[config.mk]
export PLATFORM = sky130hd
export DESIGN_NAME = sync_fifo
export DESIGN_NICKNAME = d
export VERILOG_FILES = /design/src/rtl/fifo_pkg.sv /design/src/rtl/fifo_mem.sv /design/src/rtl/sync_fifo.sv
export SDC_FILE = /design/constraint.sdc
export NUM_CORES = 1
export LEC_CHECK = 0
export BUFFER_PORTS_ARGS = -buffer_cell sky130_fd_sc_hd__buf_2
export CELL_PAD_IN_SITES_DETAIL_PLACEMENT = 0
export CELL_PAD_IN_SITES_GLOBAL_PLACEMENT = 1
export CORE_ASPECT_RATIO = 1.5
export CORE_MARGIN = 10
export CORE_UTILIZATION = 45
export CTS_CLUSTER_SIZE = 20
export DETAILED_ROUTE_END_ITERATION = 10
export GPL_TIMING_DRIVEN = 0
export PLACE_DENSITY_LB_ADDON = 0.1
export SETUP_SLACK_MARGIN = 0.02
export SLEW_MARGIN = 20
export SYNTH_ARGS = -nofsm -noshare
export SYNTH_HDL_FRONTEND = slang
export SYNTH_SLANG_ARGS = --single-unit
export TNS_END_PERCENT = 20
[constraint.sdc]
create_clock -name clk -period 3.5 [get_ports clk]
set_clock_uncertainty 0.1 [all_clocks]
set_input_delay 0.525 -clock clk [delete_from_list [all_inputs] [get_ports clk]]
set_output_delay 0.525 -clock clk [all_outputs]
set_load 0.02 [all_outputs]
[src/rtl/fifo_pkg.sv]
// rtl/fifo_pkg.sv - shared defaults and pointer sizing helper for the sync FIFO
package fifo_pkg;

    localparam int DEF_DATA_WIDTH = 8;
    localparam int DEF_DEPTH      = 16;

    // Pointer/count width: address bits plus one wrap bit.
    function automatic int ptr_width(input int depth);
        return $clog2(depth) + 1;
    endfunction

endpackage

[src/rtl/fifo_mem.sv]
// rtl/fifo_mem.sv - DEPTH x DATA_WIDTH storage with registered read port
module fifo_mem
    import fifo_pkg::*;
#(
    parameter int  DATA_WIDTH = DEF_DATA_WIDTH,
    parameter int  DEPTH      = DEF_DEPTH,
    localparam int AW         = $clog2(DEPTH)
) (
    input  logic                  clk,
    input  logic                  rst,
    input  logic                  we,
    input  logic [AW-1:0]         waddr,
    input  logic [DATA_WIDTH-1:0] wdata,
    input  logic                  re,
    input  logic [AW-1:0]         raddr,
    output logic [DATA_WIDTH-1:0] rdata
);

    logic [DATA_WIDTH-1:0] mem [DEPTH];

    // Write port; the array itself is never reset.
    always_ff @(posedge clk) begin
        if (we) begin
            mem[waddr] <= wdata;
        end
    end

    // Read port doubles as the output register; holds unless a read is accepted.
    // A same-address write in the same cycle returns the old (oldest) word.
    always_ff @(posedge clk) begin
        if (rst) begin
            rdata <= '0;
        end else if (re) begin
            rdata <= mem[raddr];
        end
    end

endmodule

[src/rtl/sync_fifo.sv]
// rtl/sync_fifo.sv - single-clock FIFO with count, watermarks, flush and sticky errors
module sync_fifo
    import fifo_pkg::*;
#(
    parameter int  DATA_WIDTH = DEF_DATA_WIDTH,
    parameter int  DEPTH      = DEF_DEPTH,
    parameter int  AF_LEVEL   = DEPTH - 2,
    parameter int  AE_LEVEL   = 2,
    localparam int CW         = ptr_width(DEPTH)
) (
    input  logic                  clk,
    input  logic                  rst,
    input  logic                  clr,
    input  logic                  we,
    input  logic [DATA_WIDTH-1:0] wdata,
    input  logic                  re,
    output logic [DATA_WIDTH-1:0] rdata,
    output logic                  full,
    output logic                  empty,
    output logic                  almost_full,
    output logic                  almost_empty,
    output logic [CW-1:0]         count,
    output logic                  overflow,
    output logic                  underflow
);

    localparam int AW = CW - 1;

    if (DATA_WIDTH < 1) begin : g_bad_width
        $error("sync_fifo: DATA_WIDTH must be at least 1");
    end
    if (DEPTH < 2 || (DEPTH & (DEPTH - 1)) != 0) begin : g_bad_depth
        $error("sync_fifo: DEPTH must be a power of two and at least 2");
    end
    if (AF_LEVEL < 1 || AF_LEVEL > DEPTH) begin : g_bad_af
        $error("sync_fifo: AF_LEVEL must be in 1..DEPTH");
    end
    if (AE_LEVEL < 0 || AE_LEVEL > DEPTH - 1) begin : g_bad_ae
        $error("sync_fifo: AE_LEVEL must be in 0..DEPTH-1");
    end

    logic [CW-1:0] wptr;
    logic [CW-1:0] rptr;
    logic [CW-1:0] cnt;
    logic          ovf;
    logic          unf;
    logic          rd_ok;
    logic          wr_ok;

    // Flags decode only from registered occupancy.
    assign empty        = (cnt == '0);
    assign full         = (cnt == CW'(DEPTH));
    assign almost_full  = (cnt >= CW'(AF_LEVEL));
    assign almost_empty = (cnt <= CW'(AE_LEVEL));
    assign count        = cnt;
    assign overflow     = ovf;
    assign underflow    = unf;

    // Acceptance; a full FIFO takes a write only alongside an accepted read.
    // Reset and flush swallow any request in their cycle.
    assign rd_ok = re & ~empty & ~rst & ~clr;
    assign wr_ok = we & (~full | rd_ok) & ~rst & ~clr;

    // Pointers, occupancy and sticky error flags.
    always_ff @(posedge clk) begin
        if (rst || clr) begin
            wptr <= '0;
            rptr <= '0;
            cnt  <= '0;
            ovf  <= 1'b0;
            unf  <= 1'b0;
        end else begin
            if (wr_ok) begin
                wptr <= wptr + CW'(1);
            end
            if (rd_ok) begin
                rptr <= rptr + CW'(1);
            end
            case ({wr_ok, rd_ok})
                2'b10:   cnt <= cnt + CW'(1);
                2'b01:   cnt <= cnt - CW'(1);
                default: cnt <= cnt;
            endcase
            if (we && !wr_ok) begin
                ovf <= 1'b1;
            end
            if (re && !rd_ok) begin
                unf <= 1'b1;
            end
        end
    end

    fifo_mem #(
        .DATA_WIDTH(DATA_WIDTH),
        .DEPTH     (DEPTH)
    ) u_mem (
        .clk  (clk),
        .rst  (rst),
        .we   (wr_ok),
        .waddr(wptr[AW-1:0]),
        .wdata(wdata),
        .re   (rd_ok),
        .raddr(rptr[AW-1:0]),
        .rdata(rdata)
    );

endmodule

==> summary.md, run 1 <==
| Metric | Value |
|---|---|
| CP Max Fanout | `8` |
| Vias in the first global route | `3378` |
| First-pass DRT Iterations | `5` |
| Logic pwr share | `0.018` |
| CTS buffer count | `17` |
| Row cnt | `51` |
| Yosys warning count | `0` |
| Mapped cell area | `0.00604 mm2` |
| Setup-failing EPs final | `0` |
| Final hold slack | `0.320 ns` |
| Die X | `approximately 110 um` |
| Max-slew violations | `0` |
| Syn Area/Cell | `18.0 um2` |
| Metal3 WL | `~580 um` |
| Core Area | `0.0131 mm2` |
| RSZ-0062 raised after global routing | `false` |
| Detailed placer's ending HPWL | `8.71 mm` |
| Worst-case clock buffer depth | `2` |
| Post-CTS Setup Bufs | `0` |
| Crit Path Class | `flop to flop` |
| Via count | `just over 3000` |
| Post-CTS Hold Fix Bufs | `0` |
| Register area share after synthesis | `0.713` |
| Cell count after placement | `between 500 and 600` |
| RePlAce Congestion | `0.746` |
| Sequential power share | `0.529` |
| Iteration-0 DRC Markers | `approximately 160` |
| CP endpoint kind | `flop` |
| Nets | `about 410` |
| Ys async rst share | `0` |
| P_sw | `0.743 mW` |
| DRT met1 WL | `4.95 mm` |
| Cells after Synth | `336` |
| Status | `finished, final reports clean` |
| Antenna-violating nets left | `0` |
| WL final | `12.4 mm` |
| Mapped Nets | `359` |
| CP Data Arrival Time | `3.49 ns` |
| Clk pwr share | `0.453` |
| Post-CTS resize count | `0` |
| Actual slew at the worst max-slew pin | `about 0.95 ns` |
| DRC | `0` |
| Via density per instance | `about 5.5` |
| P_int | `2.96 mW` |
| Initial antenna violation count | `0` |
| Final min period | `3.26 ns` |
| CP startpoint kind | `flop` |
| Die Height | `162 um` |
| Peak VDD IR | `0.341 mV` |
| Unique masters post-synth | `39` |
| Hold crit path type | `primary input to flop` |
| Sw frac | `0.201` |
| Fmax | `307 MHz` |
| Final-report hold violation count | `0` |
| Ys flop type | `edfxtp_1` |
| Top Layer Used | `met4` |
| # IOs | `32` |
| Initial core utilization | `0.461` |
| Total gr overflow | `0` |
| Area Overhead vs Synth | `16.2%` |
| First-pass GRT wire length | `19.3 mm` |
| CTS clock-pin slew for the worst setup and hold paths | `0.06 ns` |
| Max_slew headroom | `0.368` |
| Clock Latency Late Sink | `0.40 ns` |
| Largest net degree at the start of global routing | `17` |
| TNS Setup | `0 ns` |
| Seq cells post-synth | `151` |
| Proportion of layout cells with a drive suffix above 1 | `0.303` |
| WL met2 | `6.76 mm` |
| Sink Count | `151` |
| Number of synthesized flops with an enable pin | `~130` |
| Pleak | `~2.3 nW` |
| Required time worst endpoint | `around 3.7 ns` |
| Fillers | `1044` |
| CTS root buf | `clkbuf_16` |
| Utilization after layout | `0.536` |
| H-tree levels | `4` |
| MaxCap Viol Count | `0` |
| CTS tree | `yes` |
| Ant. Diodes | `0` |
| Buffers added on ports | `31` |
| Die area | `between 0.015 and 0.02 mm2` |
| PD cells | `approximately 530 mW/mm2` |
| WL/cell | `roughly 22 um` |
| Period utilisation layout | `0.930` |
| Cell Count, Final, Fillers Out | `561` |
| Gr usage total | `0.140` |
power by group through the flow:
stage               combinational (mW)  sequential [mW]  clock [mW]
floorplan                       0.0251             2.00           0
global placement                0.0653             2.00           0
detailed placement              0.0677             2.00           0
CTS                             0.0682             1.96        1.70
global route                    0.0746             1.96        1.79
finish                          0.0669             1.96        1.67
metrics by stage:
| step | instance area, um2 | total power, mW | setup WS [ns] |
|---|---|---|---|
| 5_1_grt | 7020 | 3.82 | 0.0582 |
| 4_1_cts | 6990 | 3.73 | 0.0879 |
| 3_5_place_dp | 6440 | 2.06 | 0.0519 |
| 6_report | 7020 | 3.70 | 0.244 |
| 2_1_floorplan | 6040 | 2.02 | 0.502 |
| 3_3_place_gp | 6390 | 2.06 | 0.0242 |
cell type report:
| type | count | area, um2 | area share |
|---|---|---|---|
| plain buffers | 16 | 77.6 | 0.0111 |
| well taps | 159 | 199 | 0.0284 |
| multi-input cells | 158 | 1660 | 0.236 |
| clock inverters | 13 | 123 | 0.0175 |
| clock buffers | 18 | 429 | 0.0612 |
| inverters | 11 | 41.3 | 0.00589 |
| repair buffers | 35 | 185 | 0.0264 |
| flip-flops and latches | 151 | 4300 | 0.614 |
sequential cells by signal (all words and copies together) (netlist names):
signal and flops:
u_mem.mem 128, u_mem.rdata 8, count 5, rptr 4, wptr 4, overflow 1
underflow 1
final timing paths:
check	startpoint	to	slack [ns]	cells after the start
worst max-delay path	count[2]	count[4]	0.24	11
worst min-delay path	we	overflow	0.32	3
worst max register to register	count[2]	count[4]	0.24	11
worst min register to register	overflow	overflow	0.37	2
critical path, stage by stage, from the launching register on:
cell	delay, ns
dfxtp_1	0.39
or4_4	0.58
o311a_4	0.38
inv_1	0.08
ha_2	0.23
inv_1	0.09
fa_1	0.38
nor2b_1	0.17
o21ai_0	0.14
nor4b_2	0.20
or3_1	0.32
a21oi_1	0.12
cell usage after synthesis (5+ instances only):
library cell,n,area [um2]
inv_1,11,41.3
nand3b_1,8,60.1
o221ai_1,8,70.1
nor2_1,24,90.1
buf_2,6,30.0
clkbuf_1,5,18.8
mux4_2,32,721
ha_1,9,113
nor3_1,5,25.0
dfxtp_1,23,460
mux2i_1,16,160
edfxtp_1,128,3840
a21oi_1,7,35.0
nand2_1,10,37.5
o21ai_0,6,30.0
cells in the final DEF (no fill, tap or decap), drive strengths merged, types with 2 or more instances in the layout:
master | synthesis | final
nand3 | 4 | 4
mux4 | 32 | 32
or3 | 2 | 2
clkbuf | 7 | 25
dfxtp | 23 | 23
nand4 | 2 | 2
ha | 9 | 9
xnor2 | 2 | 2
nor3 | 5 | 5
xor2 | 4 | 4
nor2 | 24 | 24
nor2b | 2 | 2
clkinv | 0 | 5
buf | 9 | 44
o221ai | 8 | 8
o21ai | 6 | 6
nand2b | 2 | 2
edfxtp | 128 | 128
a21oi | 7 | 7
inv | 11 | 15
o31ai | 2 | 2
nand3b | 8 | 8
nand2 | 13 | 13
mux2i | 16 | 16
clkinvlp | 0 | 3
metal layers:
layer,up-vias,track usage
li1,1433,-
met1,1569,0.166
met2,71,0.242
met3,11,0.0347
met4,0,0.0440
met5,-,0
cell families (layout without fill, tap and decap cells):
group	after synthesis	count (layout)	share of synthesized area
flops	151	151	0.713
simple gates	66	66	0.0572
mux	48	48	0.146
compound gates	28	28	0.0334
buf+inv	27	93	0.0197
fa+ha+maj	10	10	0.0220
xor+xnor	6	6	0.00871
Power figures use the tool's default switching activity.
==> inputs of run 2 (changes only) <==
HOLD_SLACK_MARGIN = 0.1   (was unset)
PLACE_DENSITY = 0.74   (was unset)
PLACE_DENSITY_LB_ADDON = unset   (was 0.1)
clock period = 2.7 ns   (was 3.5 ns; I/O delays follow)
==> run 2 against run 1 <==
  * The run now ends with negative setup slack left
  * Count of clock-buffer cells in the layout up 4
  * Utilization up 1.1 points
  * Die area unchanged
  * Power up 34%
  * Global-route usage up 0.13 points
  * Largest power group unchanged
==> summary.md, run 2 (synthesis gave the netlist of run 1 again) <==
| Metric | Value |
|---|---|
| Crit path to | `count[4] (unchanged)` |
| Fmax | `357 MHz (was 307 MHz)` |
| Die Height | `162 um (unchanged)` |
| MaxCap Viol Count | `0 (unchanged)` |
| WL final | `12.5 mm (was 12.4 mm)` |
| Die X | `115 um (unchanged)` |
| Initial antenna violation count | `0 (unchanged)` |
| Row cnt | `51 (unchanged)` |
| Failing checks | `negative setup slack` |
| Iteration-0 DRC Markers | `240 (was 163)` |
| RSZ-0062 raised after global routing | `true (was false)` |
| First-pass DRT Iterations | `4 (was 5)` |
| Final min period | `2.80 ns (was 3.26 ns)` |
| CTS tree | `yes (unchanged)` |
| Worst-case clock buffer depth | `2 (unchanged)` |
| Via density per instance | `5.52 (was 5.50)` |
| Largest Register | `u_mem.mem (unchanged)` |
| Period utilisation layout | `1.04 (was 0.930)` |
| Ant. Diodes | `0 (unchanged)` |
| Commonest non-fill, non-tap cell in the layout | `edfxtp_1 (unchanged)` |
| Final worst setup slack | `-0.0990 ns (was 0.244 ns)` |
| Worst r2r dst | `count[4] (unchanged)` |
| Final-report hold violation count | `0 (unchanged)` |
| Hold Crit Start | `we (unchanged)` |
| R2R Setup Slk | `-0.1 ns (was 0.24 ns)` |
| # IOs | `32 (unchanged)` |
| Die area | `0.0185 mm2 (unchanged)` |
| First-pass GRT wire length | `19.5 mm (was 19.3 mm)` |
| Peak VDD IR | `0.448 mV (was 0.341 mV)` |
| RePlAce Congestion | `0.808 (was 0.746)` |
| Utilization after layout | `0.547 (was 0.536)` |
| H-tree levels | `4 (unchanged)` |
| Reg2reg path depth | `11 (unchanged)` |
| Pleak | `2.40 nW (was 2.32 nW)` |
| Critical R2R Launch | `count[2] (unchanged)` |
| Required time worst endpoint | `2.94 ns (was 3.73 ns)` |
| Initial core utilization | `0.461 (unchanged)` |
| Core Area | `0.0131 mm2 (unchanged)` |
| Via count | `3153 (was 3084)` |
| DRC | `0 (unchanged)` |
| PD cells | `694 mW/mm2 (was 527 mW/mm2)` |
| Gr usage total | `0.142 (was 0.140)` |
| Crit path from | `count[2] (unchanged)` |
| Detailed placer's ending HPWL | `8.45 mm (was 8.71 mm)` |
| CTS buffer count | `17 (unchanged)` |
| Status | `finished, violations left (was finished, final reports clean)` |
| CTS root buf | `clkbuf_16 (unchanged)` |
| Largest net degree at the start of global routing | `17 (unchanged)` |
| Tot Pwr | `4.97 mW (was 3.70 mW)` |
| Crit Path Class | `flop to flop (unchanged)` |
| Actual slew at the worst max-slew pin | `0.965 ns (was 0.945 ns)` |
| Fillers | `1016 (was 1044)` |
| Clock Latency Late Sink | `0.41 ns (was 0.40 ns)` |
| Buffers added on ports | `31 (unchanged)` |
| Sink Count | `151 (unchanged)` |
| WL/cell | `21.9 um (was 22.1 um)` |
| Max_slew headroom | `0.354 (was 0.368)` |
| Proportion of layout cells with a drive suffix above 1 | `0.335 (was 0.303)` |
| CP endpoint kind | `flop (unchanged)` |
| Post-CTS Hold Fix Bufs | `0 (unchanged)` |
| Hold crit path type | `primary input to flop (unchanged)` |
| Nets | `422 (was 413)` |
| Max-slew violations | `0 (unchanged)` |
| CP Data Arrival Time | `3.04 ns (was 3.49 ns)` |
| CP startpoint kind | `flop (unchanged)` |
| CP Max Fanout | `4 (was 8)` |
| Max FFs per register | `128 (unchanged)` |
| Area Overhead vs Synth | `18.6% (was 16.2%)` |
| Setup-failing EPs final | `2 (was 0)` |
| Antenna-violating nets left | `0 (unchanged)` |
| Vias in the first global route | `3437 (was 3378)` |
| CTS clock-pin slew for the worst setup and hold paths | `0.06 ns (about the same)` |
| Most frequent cells in the layout | `edfxtp_1, buf_2, mux4_2 (unchanged)` |
| Total gr overflow | `0 (unchanged)` |
[run 2: cell count changes in the layout (fill, tap and decap cells not counted), moves of 3 or more]
cell,delta
buf_4,+9
clkinv_2,+3
inv_6,-4
dfxtp_1,-3
clkbuf_1,+3
clkinv_4,-3
[run 2: worst max-delay path: stages, from the launching register on]
cell and delay, ns:
dfxtp_4 0.36, or4_4 0.54, o311a_4 0.33, inv_2 0.06, ha_4 0.14, inv_2 0.06, fa_2 0.36, nor2b_4 0.13
o21ai_2 0.07, nor4b_4 0.14, or3_1 0.32, a21oi_1 0.11
[run 2: worst min-delay path by stage]
stage	to	depth (start not counted)
floorplan	wptr[3]	2
global placement	underflow	2
detailed placement	underflow	2
CTS	overflow	3
global route	overflow	3
finish	overflow	3
[run 2: layout make-up]
type,instances,area [um2],share of cell area
Sequential cell,151,4310,0.602
Multi-Input combinational cell,158,1690,0.236
Clock buffer,22,454,0.0634
Timing Repair Buffer,44,253,0.0353
Tap cell,159,199,0.0278
Clock inverter,10,133,0.0185
Buffer,16,77.6,0.0108
Inverter,11,41.3,0.00577
[run 2: per-stage QoR]
step	hold slack [ns]	setup WS [ns]	cell area, um2	instances	setup TNS [ns]
finish	0.190	-0.0990	7160	571	-0.195
global route	0.191	-0.222	7160	571	-0.472
CTS	0.177	-0.105	7130	571	-0.184
detailed placement	0.352	-0.514	6450	528	-1.22
global placement	0.353	-0.518	6410	526	-13.98
floorplan	0.400	-0.147	6060	336	-0.147
[run 2: repair_timing]
item / in CTS / in global routing
pin swaps: 3 / 0
endpoints found under the setup margin: 4 / 3
gates resized for setup: 5 / 4
hold endpoints to repair: 0 / 0
setup buffers: 11 / 0
[run 2: where the power goes]
| group | internal, mW | total [mW] | switching, mW |
|---|---|---|---|
| Sequential | 2.53 | 2.54 | 0.00423 |
| Combinational | 0.0282 | 0.0917 | 0.0634 |
| Clock | 1.47 | 2.34 | 0.871 |
[run 2: routing by layer]
metal,global-route usage,vias to the layer above,wire length (um),part of all wire
li1,-,1457,-,-
met1,0.153,1600,4800,0.38
met2,0.253,77,6840,0.55
met3,0.0372,19,552,0.044
met4,0.0571,0,303,0.024
met5,0,-,0,0
==> inputs of run 3 (changes only) <==
CTS_CLUSTER_SIZE = unset   (was 20)
clock period = 2.3 ns   (was 2.7 ns; I/O delays follow)
==> run 3 against run 2 <==
  * The run still ends with negative setup slack left
  * First-iteration DRC count increased by 5.4%
  * Critical path type unchanged
  * Largest power group unchanged
  * Largest cell class unchanged
  * Worst setup slack worse by 0.40 ns
  * Power grew 17%
  * Highest routed layer unchanged
==> summary.md, run 3 (synthesis gave the netlist of run 1 again) <==
| Metric | Value |
|---|---|
| Critical R2R Launch | `count[2] (unchanged)` |
| RSZ-0062 raised after global routing | `true (unchanged)` |
| Initial antenna violation count | `0 (unchanged)` |
| Utilization after layout | `0.559 (was 0.547)` |
| First-pass DRT Iterations | `5 (was 4)` |
| Max-slew violations | `0 (unchanged)` |
| Total gr overflow | `0 (unchanged)` |
| Iteration-0 DRC Markers | `253 (was 240)` |
| TNS Setup | `-1.50 ns (was -0.195 ns)` |
| Period utilisation layout | `1.22 (was 1.04)` |
| Core Area | `0.0131 mm2 (unchanged)` |
| Proportion of layout cells with a drive suffix above 1 | `0.392 (was 0.335)` |
| Detailed placer's ending HPWL | `8.45 mm (unchanged)` |
| Largest Register | `u_mem.mem (unchanged)` |
| RePlAce Congestion | `0.808 (unchanged)` |
| Die area | `0.0185 mm2 (unchanged)` |
| CTS clock-pin slew for the worst setup and hold paths | `0.06 ns (about the same)` |
| Cell area after layout | `0.00732 mm2 (was 0.00716 mm2)` |
| Crit path from | `count[2] (unchanged)` |
| PD cells | `797 mW/mm2 (was 694 mW/mm2)` |
| CTS buffer count | `17 (unchanged)` |
| WL final | `12.7 mm (was 12.5 mm)` |
| Hold crit path type | `primary input to flop (unchanged)` |
| MaxCap Viol Count | `0 (unchanged)` |
| Initial core utilization | `0.461 (unchanged)` |
| Die Height | `162 um (unchanged)` |
| Critical path, cell by cell | `or4_4 -> o311a_4 -> inv_2 -> ha_4 -> inv_2 -> fa_2 -> nor2b_4 -> o21ai_2 -> nor4b_2 -> or3_1 -> a21oi_1 (was or4_4 -> o311a_4 -> inv_2 -> ha_4 -> inv_2 -> fa_2 -> nor2b_4 -> o21ai_2 -> nor4b_4 -> or3_1 -> a21oi_1)` |
| # IOs | `32 (unchanged)` |
| Tot Pwr | `5.83 mW (was 4.97 mW)` |
| CTS tree | `yes (unchanged)` |
| Cell count after placement | `528 (unchanged)` |
| Clock Latency Late Sink | `0.41 ns (about the same)` |
| CP max-delay cell | `or4_4 (unchanged)` |
| Ant. Diodes | `0 (unchanged)` |
| Gr usage total | `0.144 (was 0.142)` |
| Final min period | `2.80 ns (about the same)` |
| Sink Count | `151 (unchanged)` |
| Hold Crit Start | `we (unchanged)` |
| Buffers added on ports | `31 (unchanged)` |
| Worst-case clock buffer depth | `2 (unchanged)` |
| Crit Path Class | `flop to flop (unchanged)` |
| Status | `finished, violations left (unchanged)` |
| Crit-path leading delay family | `simple AND/OR/NAND/NOR gates (unchanged)` |
| CP endpoint kind | `flop (unchanged)` |
| Peak VDD IR | `0.525 mV (was 0.448 mV)` |
| First-pass GRT wire length | `19.8 mm (was 19.5 mm)` |
| Max_slew headroom | `0.428 (was 0.354)` |
| Cell Count, Final, Fillers Out | `580 (was 571)` |
| Actual slew at the worst max-slew pin | `0.858 ns (was 0.965 ns)` |
| Pleak | `2.44 nW (was 2.40 nW)` |
| Area taken by multi-input logic gates | `0.00174 mm2 (was 0.00169 mm2)` |
| Final worst setup slack | `-0.499 ns (was -0.0990 ns)` |
| Required time worst endpoint | `2.54 ns (was 2.94 ns)` |
| Nets | `431 (was 422)` |
| Final-report hold violation count | `0 (unchanged)` |
| CP Data Arrival Time | `3.04 ns (about the same)` |
| Vias in the first global route | `3477 (was 3437)` |
| CP Max Fanout | `4 (unchanged)` |
| Antenna-violating nets left | `0 (unchanged)` |
| Row cnt | `51 (unchanged)` |
| Placed standard-cell area | `0.00645 mm2 (unchanged)` |
| WL/cell | `21.9 um (about the same)` |
| Post-CTS Hold Fix Bufs | `0 (unchanged)` |
| Largest net degree at the start of global routing | `17 (unchanged)` |
| Crit path top cell by count | `inv_2 (unchanged)` |
| H-tree levels | `4 (unchanged)` |
| CP startpoint kind | `flop (unchanged)` |
| Fillers | `996 (was 1016)` |
| Setup-failing EPs final | `4 (was 2)` |
| CTS root buf | `clkbuf_16 (unchanged)` |
| Via density per instance | `5.53 (was 5.52)` |
| Die X | `115 um (unchanged)` |
| DRC | `0 (unchanged)` |
| Most frequent cells in the layout | `edfxtp_1, buf_2, mux4_2 (unchanged)` |
| Via count | `3209 (was 3153)` |
| Fmax | `357 MHz (about the same)` |
| Max FFs per register | `128 (unchanged)` |
| Crit-path max cell delay | `0.54 ns (about the same)` |
| Area Overhead vs Synth | `21.2% (was 18.6%)` |
| Register area | `0.00432 mm2 (was 0.00431 mm2)` |
| Failing checks | `negative setup slack (unchanged)` |
| CP Buf/Inv Count | `2 (unchanged)` |
| Commonest non-fill, non-tap cell in the layout | `edfxtp_1 (unchanged)` |
## run 3: cell count changes in the layout (fill, tap and decap cells not counted), sizes merged
cell,before,now
buf,53,63
clkbuf,29,28
## run 3: final cells by class
type / count / share of cell area
well taps: 159 / 0.0272
clock inverters: 10 / 0.0181
flip-flops and latches: 151 / 0.590
plain buffers: 15 / 0.0103
clock buffers: 22 / 0.0621
repair buffers: 54 / 0.0486
multi-input cells: 158 / 0.238
inverters: 11 / 0.00564
## run 3: final timing paths
path	endpoint	slack, ns	depth (start not counted)
max	count[4]	-0.50	11
min	overflow	0.13	3
max reg2reg	count[4]	-0.50	11
min reg2reg	underflow	0.36	2
## run 3: metrics by stage
step | hold slack (ns) | setup WS (ns)
after global routing | 0.131 | -0.602
after floorplan | 0.344 | -0.547
after global placement | 0.353 | -0.868
after CTS | 0.117 | -0.488
after detailed placement | 0.352 | -0.914
final | 0.133 | -0.499
## run 3: routing by layer
layer  global-route usage  part of all wire
met1                0.155              0.38
met3               0.0358             0.039
met2                0.258              0.56
met5                    0                 0
met4               0.0589             0.021
## run 3: repair_timing
| action | CTS | global route |
|---|---|---|
| setup buffers | 17 | 5 |
| resized for setup | 23 | 9 |
| pin swaps | 9 | 3 |
| setup endpoints to repair | 65 | 96 |
## run 3: report_power, final
group	total, mW	internal, mW	leakage [nW]	switching, mW
clock	2.74	1.73	0.280	1.01
combinational	0.112	0.0366	0.823	0.0757
sequential	2.98	2.97	1.34	0.00515
## run 3: worst reg2reg max path: cells and delay by family, from the launching register on
kind                     cells  cell delay, ns
flip-flops                   1            0.35
buffers and inverters        2            0.11
AO/OA/AOI/OAI                3            0.52
adder cells (fa/ha/maj)      2            0.51
AND/OR/NAND/NOR              4            1.14
